File: config.mk
export PLATFORM = sky130hd
export DESIGN_NAME = elevator_ctrl
export DESIGN_NICKNAME = d
export VERILOG_FILES = /design/src/rtl/elevator_ctrl.sv
export SDC_FILE = /design/constraint.sdc
export NUM_CORES = 1
export LEC_CHECK = 0
export CAP_MARGIN = 20
export CORE_UTILIZATION = 51
export DETAILED_ROUTE_END_ITERATION = 7
export PLACE_DENSITY_LB_ADDON = 0.08
export SKIP_CTS_REPAIR_TIMING = 1
export SYNTH_ARGS = -nofsm -noshare
export SYNTH_HDL_FRONTEND = slang
export SYNTH_SLANG_ARGS = --single-unit
export TNS_END_PERCENT = 20
File: constraint.sdc
create_clock -name CLK -period 2.7 [get_ports CLK]
set_input_delay 0.27 -clock CLK [delete_from_list [all_inputs] [get_ports CLK]]
set_output_delay 0.27 -clock CLK [all_outputs]
set_load 0.05 [all_outputs]
File: src/rtl/elevator_ctrl.sv
// Collective-control (SCAN) elevator controller for one car.
// Latches calls, tracks position from shaft sensors, drives motor and doors.
module elevator_ctrl #(
  parameter int FLOORS      = 4,
  parameter int DOOR_CYCLES = 8,
  parameter int FW          = $clog2(FLOORS)
) (
  input  logic              CLK,
  input  logic              RST,
  input  logic [FLOORS-1:0] in_call,
  input  logic [FLOORS-1:0] out_call,
  input  logic [FLOORS-1:0] loc,
  output logic [1:0]        motor,
  output logic [FLOORS-1:0] door,
  output logic [FW-1:0]     cur_floor,
  output logic [FLOORS-1:0] pending,
  output logic              sensor_err
);

  localparam int TW = $clog2(DOOR_CYCLES + 1);
  localparam logic [TW-1:0] TLOAD = TW'(DOOR_CYCLES - 1);
  localparam logic [1:0] M_IDLE = 2'b00;
  localparam logic [1:0] M_UP   = 2'b10;
  localparam logic [1:0] M_DN   = 2'b11;

  typedef enum logic [1:0] {
    IDLE,
    MOVE_UP,
    MOVE_DN,
    DOOR_OPEN
  } state_t;

  state_t            state;
  state_t            dec_st;
  logic              dir;
  logic              dec_dir;
  logic [TW-1:0]     timer;
  logic [FLOORS-1:0] cur_mask;
  logic [FLOORS-1:0] clr;
  logic [FW-1:0]     loc_idx;
  logic              loc_one;
  logic              loc_multi;
  logic              here;
  logic              above;
  logic              below;
  logic              call_here;
  logic              go;
  logic              moving;
  logic              stop_here;

  assign cur_mask  = {{(FLOORS-1){1'b0}}, 1'b1} << cur_floor;
  assign loc_one   = $onehot(loc);
  assign loc_multi = !$onehot0(loc);
  assign call_here = |((in_call | out_call) & cur_mask);
  assign moving    = (state == MOVE_UP) || (state == MOVE_DN);
  assign stop_here = loc_one && |(loc & pending);

  always_comb begin
    loc_idx = '0;
    for (int i = 0; i < FLOORS; i++) begin
      if (loc[i]) loc_idx = FW'(i);
    end
  end

  always_comb begin
    above = 1'b0;
    below = 1'b0;
    for (int i = 0; i < FLOORS; i++) begin
      if (FW'(i) > cur_floor) above = above | pending[i];
      if (FW'(i) < cur_floor) below = below | pending[i];
    end
  end

  // Door close ignores the current floor: its calls were masked while open.
  assign here = (state == IDLE) && |(pending & cur_mask);
  assign go = (state == IDLE) ||
              ((state == DOOR_OPEN) && !call_here && (timer == '0));

  always_comb begin
    dec_st  = IDLE;
    dec_dir = dir;
    if (here) begin
      dec_st = DOOR_OPEN;
    end else if (dir ? above : below) begin
      dec_st = dir ? MOVE_UP : MOVE_DN;
    end else if (dir ? below : above) begin
      dec_dir = !dir;
      dec_st  = dir ? MOVE_DN : MOVE_UP;
    end
  end

  always_comb begin
    clr = '0;
    if (state == DOOR_OPEN || (go && dec_st == DOOR_OPEN)) begin
      clr = cur_mask;
    end else if (moving && stop_here) begin
      clr = loc;
    end
  end

  always_ff @(posedge CLK or negedge RST) begin
    if (!RST) begin
      state      <= IDLE;
      dir        <= 1'b1;
      timer      <= '0;
      motor      <= M_IDLE;
      door       <= '0;
      cur_floor  <= '0;
      pending    <= '0;
      sensor_err <= 1'b0;
    end else begin
      pending <= (pending | in_call | out_call) & ~clr;
      if (loc_one) cur_floor <= loc_idx;
      if (loc_multi) sensor_err <= 1'b1;
      if (go) begin
        state <= dec_st;
        dir   <= dec_dir;
        motor <= M_IDLE;
        door  <= '0;
        unique case (dec_st)
          DOOR_OPEN: begin
            door  <= cur_mask;
            timer <= TLOAD;
          end
          MOVE_UP: motor <= M_UP;
          MOVE_DN: motor <= M_DN;
          default: ;
        endcase
      end else begin
        unique case (state)
          MOVE_UP, MOVE_DN: begin
            if (stop_here) begin
              state <= DOOR_OPEN;
              motor <= M_IDLE;
              door  <= loc;
              timer <= TLOAD;
            end else if ((state == MOVE_UP && loc[FLOORS-1]) ||
                         (state == MOVE_DN && loc[0])) begin
              state <= IDLE;
              motor <= M_IDLE;
            end
          end
          DOOR_OPEN: begin
            if (call_here) timer <= TLOAD;
            else           timer <= timer - TW'(1);
          end
          default: ;
        endcase
      end
    end
  end

endmodule

==> metrics.txt <==
CP required=2.90 ns; # diodes=0; clk root buf=clkbuf_4; # fillers=186; Starting Density=0.550; routing usage on met1=0.343; clk_lat worst skew=0.30 ns; H-tree depth=1; Comb power frac=0.685; CTS sink cnt=20; RSZ-0062 raised after global routing=false; Mapped Area=0.00140 mm^2; first-pass GRT wire length=5520 um; final setup violation count=0; Clock power frac=0.081; grt ovf=0; Net Count, Synth=170; Core ar.=0.00254 mm^2; Worst VDD drop=891 uV; initial DRC count=22; final net count=215; Multi-input gate area=826 um^2; die area=0.00296 mm^2; Ys Warns=0; IO Pins=27; gr busiest metal=met2; hpwl dp=2640 um; Buffers on Ports=26; final cell area excluding filler cells=0.00186 mm^2; Routed Antenna Nets=0; FF+latch count, synth=20; max-slew violation count=0; minimum hold slack=0.328 ns; cell area after placement=0.00181 mm^2; routed length per instance=15.8 um; Leak=0.841 nW; TritonRoute pass-1 iters=4; total track usage=0.268; CTS tree=built; Via Count=1267; Post-synth EDFFs=0; Layout Skew=0.00393 ns; chip height=54.4 um; pin count of the biggest net entering global routing=21; Main synth FF type=dfrtp_1; Critical Path Fanout Max=3; Inst Count DP=212; final hold vios=0; Register Area=504 um^2; worst rel slew slack=0.388; Max Fclk=0.390 GHz; Pwr Density=1180 mW/mm^2; layout cell share with drive strength beyond 1=0.219; Setup WS post-layout=0.135 ns; minimum clock period=2.57 ns; CP Class=primary input to flop; Die X=54.4 um; Distinct cells, synth=46; Seq/Total Area, Yosys=0.358; Post-Synthesis Cells=143; Hold Crit Class=primary input to flop; Async SR Flop Fraction=1.00; Fin Setup TNS=0 ns; Cell Int Power=0.00113 W; MaxCap Viol Count=0; CP endpoint kind=flop; Psw=0.00106 W; Cell Count, Final, Fillers Out=217; Final period util=0.950; row count=18; Synth-to-Final Area Change=32.9%; M3 GR Usage=0.0500; vias in the first global route=1246; crit start category=primary input; Sequential Power Share=0.234; DRT Wirelength=3430 um; drt drc=0; worst slack, placed=-0.294 ns; crit path DAT=2.77 ns; initial antenna violation count=0; met2 usage=0.443; CTS clk-pin slew, worst paths=0.12 ns; Synth Area per Inst=9.79 um^2; Bufs on Longest Clock Path=2; Net Sw Frac=0.485; outcome=finished, final reports clean; routability cong.=0.860; post-DR vias/cell=5.84; Slew @ Worst Pin=0.915 ns; Num CTS Buffers=3
==> worst paths after layout <==
check | startpoint | endpoint | slack (ns) | cells after the start
setup / recovery | loc[3] | timer[1]$_DFFE_PN0P_ | 0.13 | 12
hold / removal | loc[1] | pending[1]$_DFF_PN0_ | 0.33 | 3
setup reg to reg | pending[1]$_DFF_PN0_ | pending[0]$_DFF_PN0_ | 0.20 | 9
hold reg to reg | sensor_err$_DFFE_PN0N_ | sensor_err$_DFFE_PN0N_ | 0.48 | 1
max in group asynchronous | RST | cur_floor[0]$_DFFE_PN0P_ | 1.62 | 1
min in group asynchronous | RST | pending[0]$_DFF_PN0_ | 0.47 | 1
==> cell families after synthesis <==
logic type	share of synthesized area
AOI/OAI and AO/OA	0.265
adders and majority gates	0.122
buffers and inverters	0.0563
DFF	0.358
muxes	0.0831
and+or+nand+nor	0.115
==> critical path, cell delays in order <==
cell             delay [ns]
clkdlybuf4s50_1        0.48
inv_1                  0.07
fa_1                   0.43
inv_1                  0.07
ha_2                   0.18
inv_2                  0.04
ha_1                   0.28
nor3b_2                0.19
o211a_1                0.22
a21o_1                 0.14
mux2i_2                0.10
mux2_4                 0.31
==> power by group through the flow <==
stage / Clock [W] / Combinational (W) / Sequential, W
detailed placement: 0 / 0.00147 / 0.000520
CTS: 0.000183 / 0.00147 / 0.000514
global placement: 0 / 0.00144 / 0.000514
finish: 0.000177 / 0.00150 / 0.000513
global route: 0.000190 / 0.00162 / 0.000530
floorplan: 0 / 0.000722 / 0.000770
==> registers in the layout, indices dropped and copies added, names as in the netlist <==
name	flops
state	2
door	4
dir	1
motor	2
timer	4
sensor_err	1
pending	4
cur_floor	2
==> cells in the mapped netlist, drive strengths merged (2+ instances only) <==
| cell type | count | area, um^2 |
|---|---|---|
| a22o | 4 | 35.0 |
| nand4 | 2 | 12.5 |
| mux2i | 6 | 63.8 |
| nor3 | 2 | 10.0 |
| nand2 | 10 | 37.5 |
| mux2 | 2 | 26.3 |
| nor2 | 5 | 18.8 |
| dfrtp | 19 | 475 |
| o21ai | 10 | 50.0 |
| a211oi | 2 | 15.0 |
| o32ai | 3 | 26.3 |
| nor3b | 2 | 20.0 |
| a21o | 3 | 22.5 |
| ha | 12 | 150 |
| a21oi | 11 | 55.1 |
| buf | 4 | 22.5 |
| or2 | 3 | 18.8 |
| inv | 15 | 56.3 |
| a31oi | 7 | 58.8 |
==> area by class of cell <==
type                       instances  share of cell area
multi-input combinational        104               0.444
tap                               30              0.0202
sequential                        20               0.271
inverter                          15              0.0303
timing repair buffer              44               0.215
clock buffer                       4              0.0195
==> layer usage <==
| metal | part of all wire | wire, um | vias up |
|---|---|---|---|
| met5 | 0 | 0 | - |
| met4 | 0.019 | 64 | 0 |
| met3 | 0.045 | 156 | 10 |
| met2 | 0.46 | 1580 | 40 |
| met1 | 0.47 | 1630 | 602 |
| li1 | - | - | 615 |
==> stage by stage <==
stage	util	total power [W]
3_3_place_gp	0.711	0.00195
2_1_floorplan	-	0.00149
6_report	0.731	0.00219
5_1_grt	0.731	0.00234
3_5_place_dp	0.711	0.00199
4_1_cts	0.725	0.00217
==> layout by cell type, fill, tap and decap left out, types with 2 or more instances in the layout <==
master | synthesis | routed
mux2i_1 | 5 | 5
clkdlybuf4s50_1 | 0 | 24
dfrtp_1 | 19 | 17
nor2_1 | 5 | 5
a31oi_1 | 6 | 6
dfrtp_2 | 0 | 2
a21oi_1 | 11 | 10
nand2_1 | 10 | 10
clkbuf_4 | 0 | 3
a21o_1 | 3 | 3
buf_4 | 1 | 18
ha_1 | 12 | 11
a211oi_1 | 2 | 2
a22o_1 | 4 | 4
inv_1 | 15 | 13
inv_2 | 0 | 2
nor3_1 | 2 | 2
or2_2 | 3 | 3
nand4_1 | 2 | 2
o32ai_1 | 3 | 3
o21ai_0 | 9 | 9
dlymetal6s2s_1 | 0 | 2
Power figures use the tool's default switching activity.
